<file path="src/rtl/fir_mac_if.sv">
// Sample, result and coefficient-load signals of the fir_mac filter core.
// Sample transfer: a sample moves on a rising edge where in_valid and in_ready are both high; out_valid is a one-cycle pulse, no backpressure.
interface fir_mac_if #(
  parameter int DATA_W = 8,
  parameter int COEF_W = 8,
  parameter int AW     = 3
);
  logic              in_valid;
  logic              in_ready;
  logic [DATA_W-1:0] x;
  logic              out_valid;
  logic [DATA_W-1:0] y;
  logic              coef_we;
  logic [AW-1:0]     coef_addr;
  logic [COEF_W-1:0] coef_data;

  modport master (
    output in_valid, x, coef_we, coef_addr, coef_data,
    input  in_ready, out_valid, y
  );

  modport slave (
    input  in_valid, x, coef_we, coef_addr, coef_data,
    output in_ready, out_valid, y
  );
endinterface

</file>
<file path="src/rtl/fir_mac.sv">
// Time-multiplexed signed FIR: one MAC walks a TAPS-deep delay line per accepted sample.
// FIR_COEF_LOAD_EN: when defined, coefficients are runtime-writable registers; otherwise all equal COEF_RESET.
module fir_mac #(
  parameter int DATA_W     = 8,
  parameter int COEF_W     = 8,
  parameter int TAPS       = 8,
  parameter int SHIFT      = 3,
  parameter int COEF_RESET = 1
) (
  input  logic     clk,
  input  logic     reset,
  fir_mac_if.slave bus,
  output logic     state_dbg
);
  localparam int AW     = $clog2(TAPS);
  localparam int PROD_W = DATA_W + COEF_W;
  localparam int ACC_W  = PROD_W + AW;
  localparam logic signed [COEF_W-1:0] COEF_INIT = COEF_W'(COEF_RESET);
  localparam logic signed [ACC_W:0] RND_BIAS = (ACC_W+1)'((2**SHIFT) / 2);
  localparam logic signed [ACC_W:0] Y_MAX = {{(ACC_W-DATA_W+2){1'b0}}, {(DATA_W-1){1'b1}}};
  localparam logic signed [ACC_W:0] Y_MIN = {{(ACC_W-DATA_W+2){1'b1}}, {(DATA_W-1){1'b0}}};

  typedef enum logic {IDLE = 1'b0, MAC = 1'b1} state_t;

  state_t                   state_q, state_d;
  logic [AW-1:0]            idx;
  logic signed [ACC_W-1:0]  acc;
  logic signed [DATA_W-1:0] d [TAPS];
  logic signed [COEF_W-1:0] coef_cur;
  logic signed [PROD_W-1:0] prod;
  logic signed [ACC_W-1:0]  acc_sum;
  logic signed [ACC_W:0]    rnd_sum;
  logic signed [ACC_W:0]    rounded;
  logic signed [DATA_W-1:0] y_sat;
  logic                     accept;
  logic                     last;

  assign bus.in_ready = (state_q == IDLE);
  assign accept       = bus.in_valid & bus.in_ready;
  assign last         = (state_q == MAC) && (idx == AW'(TAPS - 1));
  assign state_dbg    = state_q;

`ifdef FIR_COEF_LOAD_EN
  logic signed [COEF_W-1:0] c [TAPS];

  // Writes land only in IDLE, so a same-edge sample already sees the new value.
  always_ff @(posedge clk) begin
    if (reset) begin
      for (int i = 0; i < TAPS; i++) c[i] <= COEF_INIT;
    end else if (bus.coef_we && bus.in_ready && (int'(bus.coef_addr) < TAPS)) begin
      c[bus.coef_addr] <= bus.coef_data;
    end
  end

  assign coef_cur = c[idx];
`else
  logic unused_coef;
  assign unused_coef = ^{bus.coef_we, bus.coef_addr, bus.coef_data};
  assign coef_cur    = COEF_INIT;
`endif

  assign prod    = d[idx] * coef_cur;
  assign acc_sum = acc + {{AW{prod[PROD_W-1]}}, prod};
  assign rnd_sum = {acc_sum[ACC_W-1], acc_sum} + RND_BIAS;
  assign rounded = rnd_sum >>> SHIFT;

  always_comb begin
    y_sat = rounded[DATA_W-1:0];
    if (rounded > Y_MAX) begin
      y_sat = Y_MAX[DATA_W-1:0];
    end else if (rounded < Y_MIN) begin
      y_sat = Y_MIN[DATA_W-1:0];
    end
  end

  always_comb begin
    state_d = state_q;
    case (state_q)
      IDLE:    if (accept) state_d = MAC;
      MAC:     if (last) state_d = IDLE;
      default: state_d = IDLE;
    endcase
  end

  always_ff @(posedge clk) begin
    if (reset) begin
      state_q <= IDLE;
    end else begin
      state_q <= state_d;
    end
  end

  // The final product is folded in combinationally, so y updates on the last MAC edge.
  always_ff @(posedge clk) begin
    if (reset) begin
      idx           <= '0;
      acc           <= '0;
      bus.y         <= '0;
      bus.out_valid <= 1'b0;
      for (int i = 0; i < TAPS; i++) d[i] <= '0;
    end else begin
      bus.out_valid <= last;
      if (accept) begin
        d[0] <= bus.x;
        for (int i = 1; i < TAPS; i++) d[i] <= d[i-1];
        acc <= '0;
        idx <= '0;
      end else if (state_q == MAC) begin
        acc <= acc_sum;
        idx <= idx + AW'(1);
        if (last) bus.y <= y_sat;
      end
    end
  end
endmodule

</file>
<file path="src/flat_wrapper.sv">
// flat-port wrapper written by rule: the top's interface ports become plain ports
module fir_mac_flat 
#(
  parameter int DATA_W     = 8,
  parameter int COEF_W     = 8,
  parameter int TAPS       = 8,
  parameter int SHIFT      = 3,
  parameter int COEF_RESET = 1
)
  (clk, reset, state_dbg, bus_in_valid, bus_x, bus_coef_we, bus_coef_addr, bus_coef_data, bus_in_ready, bus_out_valid, bus_y);
  fir_mac_if #(.DATA_W(DATA_W), .COEF_W(COEF_W), .AW((3))) bus_i ();
  input  logic clk;
  input  logic reset;
  output logic state_dbg;
  input wire logic [$bits(bus_i.in_valid)-1:0] bus_in_valid;
  input wire logic [$bits(bus_i.x)-1:0] bus_x;
  input wire logic [$bits(bus_i.coef_we)-1:0] bus_coef_we;
  input wire logic [$bits(bus_i.coef_addr)-1:0] bus_coef_addr;
  input wire logic [$bits(bus_i.coef_data)-1:0] bus_coef_data;
  output wire logic [$bits(bus_i.in_ready)-1:0] bus_in_ready;
  output wire logic [$bits(bus_i.out_valid)-1:0] bus_out_valid;
  output wire logic [$bits(bus_i.y)-1:0] bus_y;
  assign bus_i.in_valid = bus_in_valid;
  assign bus_i.x = bus_x;
  assign bus_i.coef_we = bus_coef_we;
  assign bus_i.coef_addr = bus_coef_addr;
  assign bus_i.coef_data = bus_coef_data;
  assign bus_in_ready = bus_i.in_ready;
  assign bus_out_valid = bus_i.out_valid;
  assign bus_y = bus_i.y;
  fir_mac #(.DATA_W(DATA_W), .COEF_W(COEF_W), .TAPS(TAPS), .SHIFT(SHIFT), .COEF_RESET(COEF_RESET)) u_core (.clk(clk), .reset(reset), .bus(bus_i), .state_dbg(state_dbg));
endmodule
</file>
<file path="config.mk">
export PLATFORM = sky130hd
export DESIGN_NAME = fir_mac_flat
export DESIGN_NICKNAME = d
export VERILOG_FILES = /design/src/rtl/fir_mac_if.sv /design/src/rtl/fir_mac.sv /design/src/flat_wrapper.sv
export SDC_FILE = /design/constraint.sdc
export NUM_CORES = 1
export LEC_CHECK = 0
export ABC_AREA = 1
export BUFFER_PORTS_ARGS = -buffer_cell sky130_fd_sc_hd__buf_4
export CORE_MARGIN = 2
export CORE_UTILIZATION = 55
export DETAILED_ROUTE_END_ITERATION = 10
export PLACE_DENSITY = 0.76
export SYNTH_ARGS = -nofsm -noshare
export SYNTH_HDL_FRONTEND = slang
export SYNTH_SLANG_ARGS = --single-unit
export TNS_END_PERCENT = 100
</file>
<file path="constraint.sdc">
create_clock -name clk -period 4.55 [get_ports clk]
set_clock_uncertainty 0.15 [all_clocks]
set_input_delay 0.455 -clock clk [delete_from_list [all_inputs] [get_ports clk]]
set_output_delay 0.455 -clock clk [all_outputs]
set_load 0.05 [all_outputs]
</file>
Yosys cells after proc, flatten, opt, wreduce, memory -nomap -nowiden
Memories as Yosys holds them, arrays and structs flattened. A register that Yosys moved wholly into a read port is not among the register bits.
Cells that the tools add are included.
Word-level totals
  flip-flop bits (word level): 32
  RAM bits: 64
  output and inout bits: 11
  memories: 1
Memories
  u_core.d: depth 8, width 8, rd ports 8, clocked after memory_dff 1, write ports 8, RTL line fir_mac.sv:28  | logic signed [DATA_W-1:0] d [TAPS];
Operators by class
  $add $sub $neg: 3
  magnitude comparators: 2
  equal/unequal tests: 1
  muxes and demuxes: 19
  bitwise operators: 11
  reductions and logical operators: 3
Operators by type and width (number)
  8-bit two-way mux: 10
  19-bit by 4-bit adder with 20-bit output (second input constant): 1
  19-bit adder: 1
  17-bit by 8-bit > comparator with 1-bit output (second input constant): 1
  17-bit by 8-bit less-than comparator with 1-bit output (second input constant): 1
  1-bit bitwise OR: 8
  1-bit two-way mux: 6
  3-bit two-way mux: 2
  3-bit by 1-bit adder with 3-bit output (second input constant): 1
  3-bit equality test (second input constant): 1
  3-bit AND reduction: 1
  1-bit inverter: 2
  1-bit case mux with 2 select lines: 1
  2-bit OR reduction: 1
  1-bit AND: 1
  1-bit logical AND: 1

Depth between registers and ports, before layout
Gate-level depths: netlist of the first run.
  depth after elaboration: 6
  depth in mapped cells: 29
  depth with buffers taken out: 28

Worst setup path after synthesis of the first run
No wires, ideal clock.
  path type: register to register
  from: reg with a tool-made name
  to: reg u_core.bus.y[0]
  arrival time: 3.447 ns
  required time: 4.275 ns
  setup slack: 0.828 ns
  cell stages (with the launch flop): 27
  path buffers: 2
  path through: dfxtp_1 clkbuf_1 clkbuf_1 nand2_1 o21ai_0 a221oi_1 a31oi_1 ha_1 inv_1 fa_1 nand2_1 nand2_1 inv_1 ha_1 nand3_1 inv_1 nand3_1 nor2_2 nand2_1 nor2_2 nand3_1 nand2_1 nand2_1 nor2_1 nand3_2 a21oi_4 a21oi_1
RTL lines
  to (signal assigned): RTL line fir_mac.sv:111  | if (last) bus.y <= y_sat;
  to (decl): RTL line fir_mac_if.sv:24  | output in_ready, out_valid, y

==> parameters.txt, run 1 <==
Parameter                              Value

Clocking
  Number of buffers created by CTS    9
  Buffer depth of the longest clock path    2
  Root buffer cell    clkbuf_8
  Clock transition at the registers of the reported paths    0.11 ns
  Count of H-tree levels built during CTS    3
  Post-cts resize count    0
  Hold_buf cts    0
  Setup Fix Bufs, Post-CTS    0
  Clock latency on the worst-skew pair    ~0.38 ns
  Clock Sink Count    between 90 and 100
  CTS tree    built

Synth
  Async set or reset register ratio after synthesis    0%
  Netlist cell types    32
  Post-synthesis cell type with the largest combined area    edfxtp_1
  Mapped Area    approximately 6100 um2
  Synth Area per Inst    7.13 um2
  Post-synthesis sequential area ratio    42.9%
  Number of enable-type register cells in the synthesized netlist    64
  Count of synthesis-stage warnings from yosys    0
  Flip-flop and latch count after synthesis    99
  Syn nets    between 900 and 1000
  Main area contributors after synthesis    edfxtp_1, nand2_1, dfxtp_1, inv_1, nor2_1
  Share of the synthesized area in the top cell type    31.4%
  Top FF cell, synth    edfxtp_1
  Number of cells produced by synthesis    858

Run
  Max-cap viol count    0

Routing
  Total DRC errors in the routed layout    0
  Length of routed met2 wiring    5.56 mm
  Detail Route met3 WL    816 um
  Average via count per standard cell    5.18
  Post-route ant nets    0
  Drt pass-1 iters    6
  DRT Wirelength    between 10 and 15 mm
  Via count    about 5300
  Average routed wire per standard cell    12.9 um
  Uppermost layer routed    met4
  Iteration-0 DRC count of the detailed router    416
  Metal-1 WL    about 6.7 mm

Cells and area
  Layout net count    just over 900
  Layout cell share with drive strength beyond 1    9.19%
  Antenna diode instance count    0
  Final design area excluding fillers    6630 um2
  Area growth from synthesis to layout    8.39%
  Fillers    1006

Worst setup path
  Critical Path Stages    26
  Master of the slowest instance on the critical path    fa_1
  Worst Setup Path Type    flop to flop
  Arrival time at the worst endpoint    4.34 ns
  Crit path max fanout    9
  Buffer and inverter count on the worst path    3
  Largest incremental delay on the critical path    0.40 ns
  Critical Path Source Type    flop
  Endpoint class of the critical path    flop
  Cell type with the highest occurrence count on the critical path    nand2_1
  Worst path required time    4.71 ns
  Flop2flop setup slack    between 0.3 and 0.4 ns
  Crit path max-delay family    simple AND/OR/NAND/NOR gates
  Reg2Reg Capture Point    u_core.bus.y[1]
  Depth of the most critical reg-to-reg path    26

Timing
  Slew at the pin with the worst max-slew slack    0.954 ns
  Setup Total Neg Slack    0 ns
  Final hold violation count    0
  Headroom to the max-slew limit    36.3%
  Number of setup violations in the final report    0
  Unrepaired setup endpoints after global routing    no
  Fin crit share    92.0%
  Number of max-slew violations in the final report    0
  Fin crit period    4.19 ns
  Fmax    239 MHz

Placed design
  Routability-driven placement congestion ratio    0.942
  I/O Buffers    21
  Hpwl dp    9.43 mm
  Post-detailed-placement cell area    6440 um2

Power
  Worst IR Drop VDD    around 190 uV
  Leakage dissipation    about 3.3 nW
  Power density over cell area    around 350 nW/um2

Global routing
  Initial antenna violation count    0
  Tot GR Track Use    approximately a quarter
  Largest net degree at the start of global routing    71
  Sum of overflow across all layers after global routing    0
  Vias in the first global route    approximately 4700
  Wire length of the first global-routing pass    approximately 22 mm

Die
  Initial cell density of the core    a little under three fifths
  Total die area    12000 um2
  Cell Rows    38
  Die Y    109 um
  Die width    around 110 um
  Core Footprint    10800 um2
  Num ports    34

Worst hold path
  Hold path endpoint    u_core.d[0][0]
  Path type of the worst min-delay path    primary input to flop
  Start point of the worst hold path    bus_x[0]
  Number of stages on the worst hold path    3

Status
  Outcome    completed
## worst max path at each step
stage,to,slack (ns),startpoint
floorplan,u_core.bus.y[0],0.83,flop
global placement,u_core.bus.y[5],0.41,flop
detailed placement,u_core.bus.y[6],0.41,flop
CTS,u_core.bus.y[4],0.36,flop
global route,u_core.bus.y[3],0.0008,flop
finish,u_core.bus.y[1],0.36,flop
## layer usage
layer,track usage (%),vias up
li1,-,2763
met1,36.2,2374
met2,36.1,133
met3,3.73,14
met4,5.15,0
met5,0,-
## cells in the final DEF, fill, tap and decap left out, types with 2 or more instances in the layout
cell and n:
edfxtp_1 64, nand3_2 5, nand2_1 225, inv_1 164, clkinv_1 2, nor2_1 100, nand2_2 11, xor2_1 3
and2_1 3, nand4_1 8, nor3_1 2, nor2_2 9, a221oi_1 6, nand3_1 52, inv_6 2, inv_2 8
buf_4 27, o21ai_1 2, clkbuf_8 9, ha_1 20, dfxtp_1 34, o21ai_0 37, a21oi_1 51, a31oi_1 6
o211ai_1 15
## layout make-up
cell class                      instances  area (um2)  share of cell area [%]
Clock inverter                          6        57.6                   0.868
Sequential cell                        99        2620                    39.6
Tap cell                              140         175                    2.64
Multi-Input combinational cell        564        2770                    41.8
Timing Repair Buffer                   28         223                    3.36
Clock buffer                           10         128                    1.92
Inverter                              174         653                    9.85
## power breakdown
group          internal [W]  switching [W]  total (W)
logic              0.000210       0.000493   0.000703
clock network      0.000211       0.000342   0.000553
registers           0.00103      0.0000296    0.00106
total               0.00145       0.000865    0.00232
## stage by stage
step | total power, W | utilization (%) | hold slack (ns) | std cells | setup WS (ns)
after detailed placement | 0.00177 | 59.4 | 0.315 | 1005 | 0.405
after floorplan | 0.00160 | - | 0.295 | 858 | 0.828
after global placement | 0.00176 | 59.4 | 0.303 | 1005 | 0.406
after global routing | 0.00246 | 61.2 | 0.220 | 1021 | 0.000797
final | 0.00232 | 61.2 | 0.210 | 1021 | 0.364
after CTS | 0.00231 | 61.1 | 0.211 | 1021 | 0.363
## sequential cells by signal (all words and copies together) (netlist names), named ones only
signal and count:
u_core.acc 19, u_core.d 64, u_core.bus.y 8, u_core.state_dbg 1, u_core.bus.out_valid 1, u_core.idx 3
## tightest hold or removal path, stage by stage
cell and delay [ns]:
buf_4 0.07, inv_1 0.03, nor2_1 0.08
## cells in the mapped netlist, types with 8 or more instances
| library cell | n |
|---|---|
| dfxtp_1 | 35 |
| edfxtp_1 | 64 |
| nand4_1 | 8 |
| a21oi_1 | 51 |
| nand2_1 | 225 |
| o21ai_0 | 38 |
| ha_1 | 21 |
| clkbuf_1 | 18 |
| o211ai_1 | 15 |
| nand2_2 | 11 |
| nand3_1 | 53 |
| nor2_1 | 100 |
| nor2_2 | 9 |
| inv_1 | 166 |
## logic make-up (layout without fill, tap and decap cells)
group / Yosys count / after routing / share of synthesized area [%]
AOI/OAI and AO/OA: 120 / 120 / 11.2
xor gates and xnor gates: 4 / 4 / 0.573
adders and majority gates: 22 / 22 / 4.62
buffers and inverters: 195 / 218 / 12.0
DFF: 99 / 99 / 42.9
and+or+nand+nor: 418 / 418 / 28.8
Note: power is estimated with default switching activity, not from simulation.
==> run 2: changes to the inputs <==
--- a/config.mk
+++ b/config.mk
@@ -7,10 +7,12 @@
 export LEC_CHECK = 0
 export ABC_AREA = 1
 export BUFFER_PORTS_ARGS = -buffer_cell sky130_fd_sc_hd__buf_4
+export CELL_PAD_IN_SITES_DETAIL_PLACEMENT = 2
+export CELL_PAD_IN_SITES_GLOBAL_PLACEMENT = 2
 export CORE_MARGIN = 2
-export CORE_UTILIZATION = 55
+export CORE_UTILIZATION = 36
 export DETAILED_ROUTE_END_ITERATION = 10
-export PLACE_DENSITY = 0.76
+export PLACE_DENSITY = 0.84
 export SYNTH_ARGS = -nofsm -noshare
 export SYNTH_HDL_FRONTEND = slang
 export SYNTH_SLANG_ARGS = --single-unit
==> run 2 against run 1 <==
  * Largest cell class unchanged
  * Flip-flop and latch count did not move
  * Setup slack got worse by 0.21 ns
  * Wire length rose by 66%
  * Highest routed layer unchanged
  * Clock power rose by 66%
  * Worst hold slack improved by 0.031 ns
  * Critical path depth did not move
  * Final cell count rose by 8.4%
  * Core utilization fell by 19 points
  * Combinational power rose by 17%
  * Sequential power barely moved
  * Global-route usage rose by 0.28 points
  * Register-to-register slack got worse by 0.21 ns
==> parameters.txt, run 2 (synthesis results as in run 1) <==
Parameter                              Value

Global routing
  Wire length of the first global-routing pass    34.0 mm (was 22.3 mm)
  Met2 routing resource usage after global routing    46.0% (was 36.1%)
  Sum of overflow across all layers after global routing    0 (unchanged)
  Vias in the first global route    6450 (was 4745)
  Met1 capacity usage during global routing    27.6% (was 36.2%)
  Largest net degree at the start of global routing    50 (was 71)
  Met3 Track Usage GR    3.02% (was 3.73%)
  Most used routing layer    met2 (was met1)
  Initial antenna violation count    0 (unchanged)
  Tot GR Track Use    24.1% (was 23.9%)

Cells and area
  Non-filler instance count after layout    1107 (was 1021)
  Area growth from synthesis to layout    15.2% (was 8.39%)
  Layout cell share with drive strength beyond 1    12.7% (was 9.19%)
  Antenna diode instance count    0 (unchanged)
  Number of flip-flops in the largest register    64 (unchanged)
  Top reg by flops    u_core.d (unchanged)
  Most frequent cells in the layout    nand2_1, inv_1, nor2_1 (unchanged)
  Top Registers    u_core.d x64, u_core.acc x19, u_core.bus.y x8 (unchanged)
  Most common library cell in the layout ignoring fill and taps    nand2_1 (unchanged)
  Layout net count    928 (was 921)

Worst setup path
  Arrival time at the worst endpoint    4.48 ns (was 4.34 ns)
  Crit path max fanout    13 (was 9)
  Worst Setup Path Type    flop to flop (unchanged)
  Worst path required time    4.64 ns (was 4.71 ns)
  Endpoint class of the critical path    flop (unchanged)
  Critical Path Source Type    flop (unchanged)

Clocking
  Clock transition at the registers of the reported paths    0.08 ns (was 0.11 ns)
  Hold_buf cts    0 (unchanged)
  Root buffer cell    clkbuf_16 (was clkbuf_8)
  Clock Sink Count    99 (unchanged)
  Buffer depth of the longest clock path    2 (unchanged)
  Count of H-tree levels built during CTS    3 (unchanged)
  CTS tree    built (unchanged)
  Clock latency on the worst-skew pair    0.37 ns (was 0.38 ns)
  Number of buffers created by CTS    9 (unchanged)

Die
  Total die area    18100 um2 (was 12000 um2)
  Num ports    34 (unchanged)
  Die width    134 um (was 109 um)
  Initial cell density of the core    36.9% (was 56.4%)
  Die Y    134 um (was 109 um)
  Cell Rows    47 (was 38)
  Core Footprint    16600 um2 (was 10800 um2)

Status
  Outcome    completed (unchanged)

Routing
  DRT Wirelength    21.9 mm (was 13.2 mm)
  Total DRC errors in the routed layout    0 (unchanged)
  Post-route ant nets    0 (unchanged)
  Drt pass-1 iters    4 (was 6)
  Average via count per standard cell    5.16 (was 5.18)
  Via count    5716 (was 5284)
  Iteration-0 DRC count of the detailed router    244 (was 416)
  Average routed wire per standard cell    19.8 um (was 12.9 um)

Timing
  WHS    0.240 ns (was 0.210 ns)
  Final hold violation count    0 (unchanged)
  Fin crit period    4.39 ns (was 4.19 ns)
  Slew at the pin with the worst max-slew slack    1.06 ns (was 0.954 ns)
  Slack of the critical path    0.156 ns (was 0.364 ns)
  Fin crit share    96.6% (was 92.0%)
  Number of max-slew violations in the final report    0 (unchanged)
  Number of setup violations in the final report    0 (unchanged)
  Fmax    228 MHz (was 239 MHz)
  Headroom to the max-slew limit    29.0% (was 36.3%)

Placed design
  Placed cell count    1087 (was 1005)
  Worst slack, placed    -0.00993 ns (was 0.405 ns)
  Hpwl dp    14.6 mm (was 9.43 mm)
  I/O Buffers    21 (unchanged)
  Routability-driven placement congestion ratio    0.850 (was 0.942)

Run
  Max-cap viol count    0 (unchanged)

Power
  Power density over cell area    398 nW/um2 (was 349 nW/um2)
  Worst IR Drop VDD    220 uV (was 186 uV)
  Leakage dissipation    3.36 nW (was 3.28 nW)

Worst hold path
  Path type of the worst min-delay path    primary input to flop (unchanged)
-- run 2: worst paths after layout --
kind | slack, ns | startpoint | cells past startpoint | to
worst min register to register | 0.35 | u_core.acc[17] | 2 | u_core.acc[17]
worst min-delay path | 0.24 | bus_x[4] | 3 | u_core.d[0][4]
worst max register to register | 0.16 | flop | 26 | u_core.bus.y[2]
worst max-delay path | 0.16 | flop | 26 | u_core.bus.y[2]
-- run 2: routing by layer --
layer	part of all wire, %	up-vias
li1	-	2765
met1	41	2836
met2	54	80
met3	2.2	35
met5	0	-
met4	2.7	0
-- run 2: report_power, final --
group	internal, W	leakage (nW)	switching, W
Clock	0.000538	0.164	0.000379
Sequential	0.00103	0.978	0.0000350
Combinational	0.000233	2.22	0.000591
-- run 2: final cells by class --
class | instances | area (um2)
well taps | 220 | 275
flip-flops and latches | 99 | 2630
fillers | 1939 | 9540
repair buffers | 34 | 279
clock buffers | 9 | 225
multi-input cells | 564 | 2860
inverters | 174 | 659
repair inverters | 1 | 7.51
clock inverters | 6 | 111
-- run 2: critical path, cell delays in order (launching register included) --
cell and delay, ns:
dfxtp_4 0.40, buf_6 0.16, nand2_1 0.07, o21ai_1 0.14, a221oi_1 0.15, a31oi_1 0.25, ha_2 0.29, inv_1 0.10
fa_2 0.38, inv_2 0.11, nand3_1 0.12, nand2_2 0.14, nand2_1 0.09, nand2_1 0.11, nand2_1 0.13, nand2_1 0.11
nand2_1 0.12, nand2_1 0.09, nand3_1 0.07, nand2_1 0.19, inv_1 0.12, nand2_1 0.09, nand2_1 0.05, nor2_1 0.12
nand3_2 0.13, a21oi_4 0.26, a21oi_1 0.12
-- run 2: stage by stage --
step	total power [W]	utilization [%]	cell area [um2]	setup TNS, ns
after floorplan	0.00160	-	6120	0
after global routing	0.00295	42.5	7050	-0.554
after global placement	0.00178	39.5	6540	0
after CTS	0.00278	41.5	6880	0
final	0.00281	42.5	7050	0
after detailed placement	0.00184	39.5	6540	-0.0104
-- run 2: what timing repair did --
item	4_1_cts	5_1_grt
buffers inserted	0	4
gates cloned	0	1
endpoints found under the setup margin	7	8
pin swaps	0	4
gates resized for setup	4	40
